File: src/rtl/barrel_shifter_pipe.sv
// Pipelined barrel shifter with a valid/ready handshake on both sides.
//
// Supports rotate, logical shift and arithmetic shift, left or right, at any power-of-two WIDTH.
// There is one register stage per shift-amount bit. Stage k applies a shift of 2^k positions
// when bit k of the shift amount is set, and otherwise passes the data through. The latency is
// SHW cycles, and the block sustains one result per cycle while the consumer is ready.
//
// Ports:
//   clk        rising-edge clock
//   rst_n      asynchronous active-low reset; discards everything in flight
//   in_valid   producer presents an operation
//   in_ready   an operation can be accepted this cycle (independent of in_valid)
//   in_data    operand
//   in_shamt   shift amount, 0..WIDTH-1
//   in_left    1 = shift/rotate left, 0 = right
//   in_mode    00 rotate, 01 logical, 10 arithmetic, 11 rotate
//   out_valid  result available
//   out_ready  consumer accepts the result
//   out_data   shifted result, held stable while stalled
module barrel_shifter_pipe #(
    parameter int unsigned WIDTH = 8,
    localparam int unsigned SHW = $clog2(WIDTH)
) (
    input  logic             clk,
    input  logic             rst_n,
    input  logic             in_valid,
    output logic             in_ready,
    input  logic [WIDTH-1:0] in_data,
    input  logic [SHW-1:0]   in_shamt,
    input  logic             in_left,
    input  logic [1:0]       in_mode,
    output logic             out_valid,
    input  logic             out_ready,
    output logic [WIDTH-1:0] out_data
);

    localparam logic [WIDTH-1:0] Ones = {WIDTH{1'b1}};

    // One 2^k step. 's' is always a power of two below WIDTH, so WIDTH - s is never zero.
    function automatic logic [WIDTH-1:0] shift_step(
        input logic [WIDTH-1:0] d,
        input int unsigned      s,
        input logic             left,
        input logic [1:0]       mode,
        input logic             sign
    );
        logic [WIDTH-1:0] r;
        case (mode)
            2'b01: r = left ? (d << s) : (d >> s);
            // Arithmetic left is the same as logical left.
            2'b10: r = left ? (d << s) : ((d >> s) | (sign ? ~(Ones >> s) : '0));
            // 00 and the reserved 11 both rotate.
            default: r = left ? ((d << s) | (d >> (WIDTH - s)))
                              : ((d >> s) | (d << (WIDTH - s)));
        endcase
        return r;
    endfunction

    // Stage registers
    logic [SHW-1:0]   valid_q;
    logic [WIDTH-1:0] data_q  [SHW];
    logic [SHW-1:0]   shamt_q [SHW];
    logic             left_q  [SHW];
    logic [1:0]       mode_q  [SHW];
    logic             sign_q  [SHW];

    // Inputs seen by each stage: stage 0 takes the ports, stage k takes stage k-1
    logic [SHW-1:0]   src_valid;
    logic [WIDTH-1:0] src_data  [SHW];
    logic [SHW-1:0]   src_shamt [SHW];
    logic             src_left  [SHW];
    logic [1:0]       src_mode  [SHW];
    logic             src_sign  [SHW];
    logic [WIDTH-1:0] data_d    [SHW];

    logic [SHW-1:0]   load;

    // Stage k loads when it or any stage after it is empty, or when the consumer pops.
    // This is the unrolled form of "empty, or the next stage loads", so bubbles collapse.
    for (genvar k = 0; k < SHW; k++) begin : g_load
        assign load[k] = out_ready | ~(&valid_q[SHW-1:k]);
    end

    assign in_ready  = load[0];
    assign out_valid = valid_q[SHW-1];
    assign out_data  = data_q[SHW-1];

    always_comb begin
        src_valid[0] = in_valid;
        src_data[0]  = in_data;
        src_shamt[0] = in_shamt;
        src_left[0]  = in_left;
        src_mode[0]  = in_mode;
        // The sign comes from the original operand and travels with the operation.
        src_sign[0]  = in_data[WIDTH-1];
        for (int k = 1; k < SHW; k++) begin
            src_valid[k] = valid_q[k-1];
            src_data[k]  = data_q[k-1];
            src_shamt[k] = shamt_q[k-1];
            src_left[k]  = left_q[k-1];
            src_mode[k]  = mode_q[k-1];
            src_sign[k]  = sign_q[k-1];
        end
        for (int k = 0; k < SHW; k++) begin
            data_d[k] = src_shamt[k][k]
                      ? shift_step(src_data[k], 32'd1 << k, src_left[k], src_mode[k], src_sign[k])
                      : src_data[k];
        end
    end

    always_ff @(posedge clk or negedge rst_n) begin
        if (!rst_n) begin
            valid_q <= '0;
            for (int k = 0; k < SHW; k++) begin
                data_q[k]  <= '0;
                shamt_q[k] <= '0;
                left_q[k]  <= 1'b0;
                mode_q[k]  <= 2'b00;
                sign_q[k]  <= 1'b0;
            end
        end else begin
            for (int k = 0; k < SHW; k++) begin
                if (load[k]) begin
                    valid_q[k] <= src_valid[k];
                    // A bubble moving in leaves the payload untouched.
                    if (src_valid[k]) begin
                        data_q[k]  <= data_d[k];
                        shamt_q[k] <= src_shamt[k];
                        left_q[k]  <= src_left[k];
                        mode_q[k]  <= src_mode[k];
                        sign_q[k]  <= src_sign[k];
                    end
                end
            end
        end
    end

endmodule

File: config.mk
export PLATFORM = sky130hd
export DESIGN_NAME = barrel_shifter_pipe
export DESIGN_NICKNAME = d
export VERILOG_FILES = /design/src/rtl/barrel_shifter_pipe.sv
export SDC_FILE = /design/constraint.sdc
export NUM_CORES = 1
export LEC_CHECK = 0
export CAP_MARGIN = 20
export CORE_ASPECT_RATIO = 0.8
export CORE_MARGIN = 8
export CORE_UTILIZATION = 30
export CTS_CLUSTER_SIZE = 14
export DETAILED_ROUTE_END_ITERATION = 8
export PLACE_DENSITY = 0.52
export SYNTH_ARGS = -nofsm -noshare
export SYNTH_HDL_FRONTEND = slang
export SYNTH_SLANG_ARGS = --single-unit
File: constraint.sdc
create_clock -name clk -period 1.4 [get_ports clk]
set_clock_uncertainty 0.05 [all_clocks]
set_input_delay 0.14 -clock clk [delete_from_list [all_inputs] [get_ports clk]]
set_output_delay 0.14 -clock clk [all_outputs]
set_load 0.005 [all_outputs]
==> results.toml, run 1 <==
[synth]
yosys-mux-area-fraction_pct = 8.91
ys_seq_elements = 38
synthXorXnorAreaFrac_pct = 0
synthAdderAreaFrac_pct = 5.01
synth_top_family_by_area = "compound AO/OA/AOI/OAI gates"
synthCells = 239
yosysTopAreaCellShare_pct = 42.3
synthTopCellsByArea = "dfrtp_1 (42%), mux2i_1 (6.2%), o21ai_0 (6.2%), nand2_1 (5.7%), ha_1 (5.0%)"
synth.distinct_cells = 37
synth-compound-area-share_pct = 20.7
yosysWarningCount = 0
avgSynthCellArea_um2 = 9.40
synth_top_area_cell = "dfrtp_1"
synth_nets = 266
syn_area_mm2 = 0.00225
ys_seq_area_share_pct = 42.3
yosys.area_share.simple_pct = 14.6

[run_status]
violations = "setup timing"
status = "finished with violations"

[global_routing]
overflow = 0
grt_max_degree = 39
grt_pass1_vias = 1750
grt_pass1_wl_um = 8310
grt_usage_pct = 9.83
antenna_found_initial = 0

[die]
initial_utilization_pct = 30.7
boundaryPins = 28
die_x_um = 113
chipHeight_um = 93.4
num_rows = 28
core_area_mm2 = 0.00732
dieArea_mm2 = 0.0105

[critical_path]
worstSetupPathType = "reg -> reg"
r2r-start = "mode_q[3]"
reg2regPathDepth = 5
cp-startpoint = "mode_q[3]"
crit_path_start_kind = "flip-flop"
cp.arrival_ns = 1.56
rrSetupSlack_ns = -0.03
crit_required_ns = 1.53
endpoint = "out_data[2]"
critical_path.max_fanout = 5
crit_path_end_kind = "flip-flop"
r2r_end = "out_data[2]"

[sta]
tightest_slew_ns = 0.483
min_period_ns = 1.43
hold_viol_final = 0
relSlewSlack_pct = 67.8
maxSlewViolCount = 0
max_freq_ghz = 0.698
rsz0062_at_grt = "yes"
setup_ws_ns = -0.0323
setup_viol = 7
final.period_utilization_pct = 102

[layout]
drive_above_1_share_pct = 29.8
fillerInstances = 734
seq_area_um2 = 953
num-nets-final = 318
final_cell_mix = "dfrtp_1 (36), nand2_1 (33), buf_4 (31)"
antennaDiodeCount = 0
final_common_cell = "dfrtp_1"
multi_input_area_mm2 = 0.00126
syn_to_final_growth_pct = 36.6
layout.cells.non_filler = 382

[power_and_ir_drop]
power_uw = 4070
ir_drop_mv = 0.475
power_leakage_uw = 0.00136
powerDensity_mw_per_mm2 = 1330

[detailed_routing]
ant_nets = 0
viasPerCell = 4.60
wl_um = 5010
wl_per_cell_um = 13.1
post-route-drc-count = 0
first_pass_iters = 4
vias = 1759
drt-initial-drc-count = 38

[clock_tree]
cts_max_level = 2
cts_tree = "done"
clockRootBuffer = "clkbuf_8"
numCtsBuffers = 5
cts_buffer_depth = 2
clkLatencyLatePin_ns = 0.29
path_clk_slew_ns = 0.08
cts_sinks = 38

[placed_design]
port-buffer-count = 27
gp_congestion = 0.759
dp_hpwl_um = 3740
dpl.cell_count = 368

[hold_path]
hp-class = "in -> async"

[job]
cap_violations = 0
sequential cells by signal, indices dropped and copies added, names as in the netlist:
register / count
data_q: 16
left_q: 2
mode_q: 4
out_data: 8
shamt_q: 3
sign_q: 2
valid_q: 3
Yosys cell counts:
| cell type | number |
|---|---|
| a21boi_4 | 1 |
| a21o_1 | 1 |
| a21oi_1 | 20 |
| a21oi_2 | 1 |
| a22oi_1 | 1 |
| a31oi_1 | 4 |
| a32o_1 | 1 |
| and2b_2 | 1 |
| buf_2 | 2 |
| buf_4 | 12 |
| buf_6 | 3 |
| buf_8 | 1 |
| clkbuf_1 | 1 |
| dfrtp_1 | 38 |
| ha_1 | 9 |
| inv_1 | 9 |
| inv_2 | 1 |
| mux2_2 | 4 |
| mux2_4 | 1 |
| mux2i_1 | 14 |
| nand2_1 | 34 |
| nand2_4 | 1 |
| nand2b_1 | 6 |
| nand3b_1 | 1 |
| nand4b_4 | 1 |
| nor2_1 | 18 |
| nor2_4 | 1 |
| nor2b_1 | 4 |
| o211ai_1 | 8 |
| o21a_1 | 3 |
| o21ai_0 | 28 |
| o21ai_1 | 1 |
| o21ba_2 | 2 |
| o21bai_1 | 2 |
| o221ai_1 | 2 |
| o31ai_1 | 1 |
| or2b_1 | 1 |
report_power, final:
group          switching [uW]  internal, uW
Sequential                246          1360
Clock                     405           525
Combinational             666           871
cells by family (layout without fill, tap and decap cells):
group | after synthesis | in the layout
AO/OA/AOI/OAI | 76 | 76
AND/OR/NAND/NOR | 68 | 68
flip-flops | 38 | 38
buffers and inverters | 29 | 82
multiplexers | 19 | 19
adder cells (fa/ha/maj) | 9 | 9
stage by stage:
step	hold WS, ns	TNS, ns	util [%]	area, um2	setup slack [ns]
5_1_grt	0.440	-0.842	41.9	3070	-0.114
3_5_place_dp	0.171	-4.08	37.3	2730	-0.240
6_report	0.373	-0.0856	41.9	3070	-0.0323
3_3_place_gp	0.174	-3.58	37.3	2730	-0.229
4_1_cts	0.392	-0.323	41.1	3010	-0.0676
2_1_floorplan	-0.206	0	-	2250	0.0409
worst max-delay path, cell delays in order (launching register included):
cell and delay [ns]:
dfrtp_1 0.41, buf_4 0.15, ha_4 0.27, o21a_4 0.25
a21oi_2 0.13, a21oi_1 0.07
per-layer routing:
metal,vias to the layer above,GRT usage [%],wire length [um]
li1,926,-,-
met1,797,12.1,2480
met2,31,15.7,2240
met3,5,3.22,226
met4,0,3.70,56
met5,-,0,0
worst min-delay path by stage:
| stage | depth (start not counted) | endpoint | slack [ns] |
|---|---|---|---|
| after global routing | 3 | out_data[3] | 0.44 |
| after detailed placement | 2 | out_data[6] | 0.17 |
| after CTS | 3 | out_data[1] | 0.39 |
| after floorplan | 0 | data_q[10] | -0.21 |
| final | 3 | out_data[3] | 0.37 |
| after global placement | 2 | out_data[2] | 0.17 |
area by class of cell:
type	instances	share of cell area (%)
Timing Repair Buffer	64	19.4
Tap cell	90	3.67
Multi-Input combinational cell	172	41.1
Inverter	10	1.22
Clock buffer	5	2.24
Clock inverter	3	1.30
Sequential cell	38	31.1
timing repair:
action,CTS,global route
resized for setup,28,18
pin swaps,15,16
hold buffers,1,0
setup endpoints to repair,12,17
hold endpoints to repair,38,0
setup buffers,6,0
Power figures use the tool's default switching activity.
==> run 2, diff against run 1 <==
--- a/config.mk
+++ b/config.mk
@@ -7,7 +7,7 @@
 export LEC_CHECK = 0
 export CAP_MARGIN = 20
 export CORE_ASPECT_RATIO = 0.8
-export CORE_MARGIN = 8
+export CORE_MARGIN = 2
 export CORE_UTILIZATION = 30
 export CTS_CLUSTER_SIZE = 14
 export DETAILED_ROUTE_END_ITERATION = 8
==> results.toml, run 2 (synthesized netlist as in run 1, its figures left out) <==
[placed_design]
dp_hpwl_um = 3520
placed_cell_area_mm2 = 0.00273
port-buffer-count = 27
gp_congestion = 0.815

[clock_tree]
cts_buffer_depth = 2
cts_tree = "done"
clockRootBuffer = "clkbuf_8"
path_clk_slew_ns = 0.07
clkLatencyLatePin_ns = 0.29
cts_max_level = 2
numCtsBuffers = 5
cts_sinks = 38

[global_routing]
grt_max_degree = 22
met2_usage_pct = 19.5
busiest_layer = "met2"
grt_usage_pct = 12.2
overflow = 0
grtUsageMet3_pct = 2.72
use_met1_pct = 16.3
antenna_found_initial = 0
grt_pass1_wl_um = 7970
grt_pass1_vias = 1701

[layout]
largest_reg_flops = 16
final_common_cell = "dfrtp_1"
num-nets-final = 314
drive_above_1_share_pct = 27.5
antennaDiodeCount = 0
final_cell_mix = "dfrtp_1 (36), nand2_1 (34), buf_4 (25)"
finalInstanceArea_mm2 = 0.00304
fillerInstances = 749
syn_to_final_growth_pct = 35.1
regMostFlops = "data_q"

[critical_path]
worstSetupPathType = "reg -> reg"
path_cells = "inv_2 -> ha_2 -> o21ba_2 -> o21a_4 -> a21oi_2 -> a21oi_1"
cp_slowest_stage_delay_ns = 0.41
crit_path_start_kind = "flip-flop"
critical_path.max_fanout = 4
crit_required_ns = 1.52
cp.arrival_ns = 1.59
cp_slowest_cell = "dfrtp_1"
crit_path_end_kind = "flip-flop"

[sta]
max_freq_ghz = 0.683
hold_ws_ns = 0.280
final.period_utilization_pct = 105
relSlewSlack_pct = 70.3
setup_ws_ns = -0.0651
maxSlewViolCount = 0
tightest_slew_ns = 0.445
hold_viol_final = 0
min_period_ns = 1.47
setup_viol = 13
rsz0062_at_grt = "yes"

[detailed_routing]
vias = 1714
post-route-drc-count = 0
ant_nets = 0
wl_per_cell_um = 12.2
drt-initial-drc-count = 41
first_pass_iters = 4
wl_um = 4600
viasPerCell = 4.55

[die]
num_rows = 28
core_area_mm2 = 0.00732
boundaryPins = 28
die_x_um = 101
chipHeight_um = 81.4
dieArea_mm2 = 0.00820
initial_utilization_pct = 30.7

[run_status]
status = "finished with violations"
violations = "setup timing"

[power_and_ir_drop]
powerDensity_mw_per_mm2 = 1260
power_leakage_uw = 0.00131
power_uw = 3820
ir_drop_mv = 0.413

[job]
cap_violations = 0

[hold_path]
hp-class = "in -> async"
==> run 2: what timing repair did <==
item	in CTS	in global routing
pin swaps	22	15
resized for setup	33	10
hold buffers	1	0
hold endpoints to repair	17	0
endpoints found under the setup margin	14	15
buffers inserted	4	0
==> run 2: per-stage QoR <==
stage,setup TNS [ns],setup WS [ns],util [%],std cells
2_1_floorplan,0,0.0409,-,239
3_5_place_dp,-4.50,-0.285,37.3,365
4_1_cts,-0.308,-0.0854,40.9,377
3_3_place_gp,-4.15,-0.269,37.3,365
5_1_grt,-1.47,-0.164,41.5,377
6_report,-0.439,-0.0651,41.5,377
==> run 2: layer usage <==
layer | up-vias | wire [um]
li1 | 915 | -
met1 | 756 | 2350
met2 | 34 | 2000
met3 | 9 | 168
met4 | 0 | 80
met5 | - | 0
==> run 2: critical path: cells and delay by family, from the launching register on <==
family	cells	cell delay, ns
adder cells (fa/ha/maj)	1	0.18
AO/OA/AOI/OAI	4	0.64
flip-flops	1	0.41
buffers and inverters	1	0.08
==> run 2: path summary, 6_finish.rpt <==
kind | start | end | slack [ns] | cells past startpoint
worst min register to register | shamt_q[8] | shamt_q[5] | 0.42 | 2
min in group clk | in_shamt[2] | shamt_q[8] | 0.42 | 2
worst min-delay path | rst_n | valid_q[2] | 0.28 | 2
max in group asynchronous | rst_n | mode_q[3] | 0.57 | 3
worst max-delay path | mode_q[2] | out_data[3] | -0.07 | 6
worst max register to register | mode_q[2] | out_data[3] | -0.07 | 6
==> run 2: layout make-up <==
class / instances / area, um2 / share of cell area (%)
flip-flops and latches: 38 / 953 / 31.4
well taps: 90 / 113 / 3.71
repair buffers: 60 / 583 / 19.2
multi-input cells: 172 / 1270 / 41.9
inverters: 10 / 40.0 / 1.32
clock buffers: 7 / 76.3 / 2.51
==> run 2: report_power, final <==
group          internal [uW]  switching, uW  leakage (uW)
combinational            856            633      0.000818
clock                    343            363     0.0000383
sequential              1360            268      0.000450
==> run 3, diff against run 2 <==
--- a/config.mk
+++ b/config.mk
@@ -11,6 +11,7 @@
 export CORE_UTILIZATION = 30
 export CTS_CLUSTER_SIZE = 14
 export DETAILED_ROUTE_END_ITERATION = 8
+export GPL_ROUTABILITY_DRIVEN = 0
 export PLACE_DENSITY = 0.52
 export SYNTH_ARGS = -nofsm -noshare
 export SYNTH_HDL_FRONTEND = slang
==> constraint.sdc (replaced) <==
create_clock -name clk -period 1.4 [get_ports clk]
set_clock_uncertainty 0.05 [all_clocks]
set_input_delay 0.28 -clock clk [delete_from_list [all_inputs] [get_ports clk]]
set_output_delay 0.28 -clock clk [all_outputs]
set_load 0.005 [all_outputs]
==> results.toml, run 3 (synthesized netlist as in run 1, its figures left out) <==
[run_status]
status = "finished with violations"
violations = "setup timing"

[hold_path]
whs_endpoint = "valid_q[2]"
hp-start = "out_ready"
hp-class = "in -> reg"
min_path_cells = 3

[layout]
antennaDiodeCount = 0
fillerInstances = 741
final_cell_mix = "dfrtp_1 (36), nand2_1 (34), buf_4 (29)"
finalInstanceArea_mm2 = 0.00326
num-nets-final = 328
final_common_cell = "dfrtp_1"
drive_above_1_share_pct = 34.8
multi_input_area_mm2 = 0.00132
layout.cells.non_filler = 392
syn_to_final_growth_pct = 44.9
seq_area_um2 = 953
regMostFlops = "data_q"
largest_reg_flops = 16

[detailed_routing]
viasPerCell = 4.73
drt-initial-drc-count = 72
vias = 1854
wl_per_cell_um = 13.0
post-route-drc-count = 0
wl_um = 5090
first_pass_iters = 4
ant_nets = 0

[clock_tree]
clkLatencyLatePin_ns = 0.30
numCtsBuffers = 5
cts_max_level = 2
cts_sinks = 38
cts_buffer_depth = 2
path_clk_slew_ns = 0.08
clockRootBuffer = "clkbuf_8"
cts_tree = "done"

[critical_path]
cp.arrival_ns = 1.66
crit_path_start_kind = "flip-flop"
crit_top_cell = "buf_6"
crit_path_end_kind = "flip-flop"
critical_path.max_fanout = 6
r2r_end = "data_q[15]"
crit_buf_inv = 2
reg2regPathDepth = 6
cp_slowest_stage_delay_ns = 0.41
cp_slowest_cell = "dfrtp_1"
crit_required_ns = 1.57
path_cells = "buf_6 -> and2b_2 -> a21boi_4 -> buf_6 -> nor2_2 -> a31oi_1"
critical-path-top-delay-family = "flip-flops"
worstSetupPathType = "reg -> reg"
rrSetupSlack_ns = -0.09
r2r-start = "valid_q[2]"

[die]
initial_utilization_pct = 30.7
chipHeight_um = 81.4
die_x_um = 101
dieArea_mm2 = 0.00820
core_area_mm2 = 0.00732
num_rows = 28
boundaryPins = 28

[sta]
final.period_utilization_pct = 106
setup_viol = 15
fin_setup_tns_ns = -0.831
max_freq_ghz = 0.672
rsz0062_at_grt = "yes"
tightest_slew_ns = 0.438
maxSlewViolCount = 0
relSlewSlack_pct = 70.8
min_period_ns = 1.49
hold_viol_final = 0
setup_ws_ns = -0.0875

[placed_design]
port-buffer-count = 27
placed_cell_area_mm2 = 0.00274
dp_hpwl_um = 3530
dpl.cell_count = 366

[global_routing]
grt_usage_pct = 13.4
overflow = 0
grt_pass1_wl_um = 8670
grt_max_degree = 39
antenna_found_initial = 0
grt_pass1_vias = 1832

[power_and_ir_drop]
power_leakage_uw = 0.00146
powerDensity_mw_per_mm2 = 1360
ir_drop_mv = 0.488

[job]
cap_violations = 0
run 3: stage by stage:
stage          setup slack, ns  utilization (%)  power (uW)  hold WS [ns]
4_1_cts                -0.0905             42.7        4290         0.366
3_5_place_dp            -0.362             37.4        2840         0.215
2_1_floorplan           0.0409                -        2390       -0.0656
5_1_grt                 -0.165             44.5        4700         0.398
3_3_place_gp            -0.364             37.4        2820         0.214
6_report               -0.0875             44.5        4420         0.376
run 3: worst max-delay path by stage:
stage | start | end | slack (ns) | cells after the start
after floorplan | mode_q[5] | data_q[8] | 0.04 | 6
after global placement | in_left | data_q[23] | -0.36 | 5
after detailed placement | in_mode[1] | data_q[23] | -0.36 | 6
after CTS | mode_q[5] | data_q[14] | -0.09 | 7
after global routing | valid_q[2] | data_q[15] | -0.17 | 6
final | valid_q[2] | data_q[15] | -0.09 | 6
run 3: per-layer routing:
layer,vias to the layer above,global-route usage [%],share of wire (%)
met5,-,0,0
met4,0,4.11,0.98
met3,5,3.06,3.5
met2,33,22.1,46
met1,865,17.6,49
li1,951,-,-
run 3: repair_timing:
| item | 4_1_cts | 5_1_grt |
|---|---|---|
| setup endpoints to repair | 23 | 31 |
| endpoints found under the hold margin | 38 | 0 |
| setup buffers | 12 | 2 |
| pin swaps | 25 | 13 |
| cloned | 1 | 2 |
| hold buffers | 1 | 0 |
| gates resized for setup | 49 | 31 |
run 3: worst min-delay path: cells and delay by family:
family | cells | cell delay [ns]
buffers and inverters | 1 | 0.23
and+or+nand+nor | 2 | 0.18
run 3: report_power, final:
| group | switching, uW | internal, uW |
|---|---|---|
| Combinational | 692 | 931 |
| Sequential | 262 | 1360 |
| Clock | 416 | 761 |
run 3: final cells by class:
| cell class | count | area share, % |
|---|---|---|
| clock inverters | 2 | 1.84 |
| multi-input cells | 172 | 40.6 |
| flip-flops and latches | 38 | 29.3 |
| inverters | 10 | 1.23 |
| clock buffers | 6 | 2.54 |
| repair buffers | 74 | 21.0 |
| well taps | 90 | 3.46 |
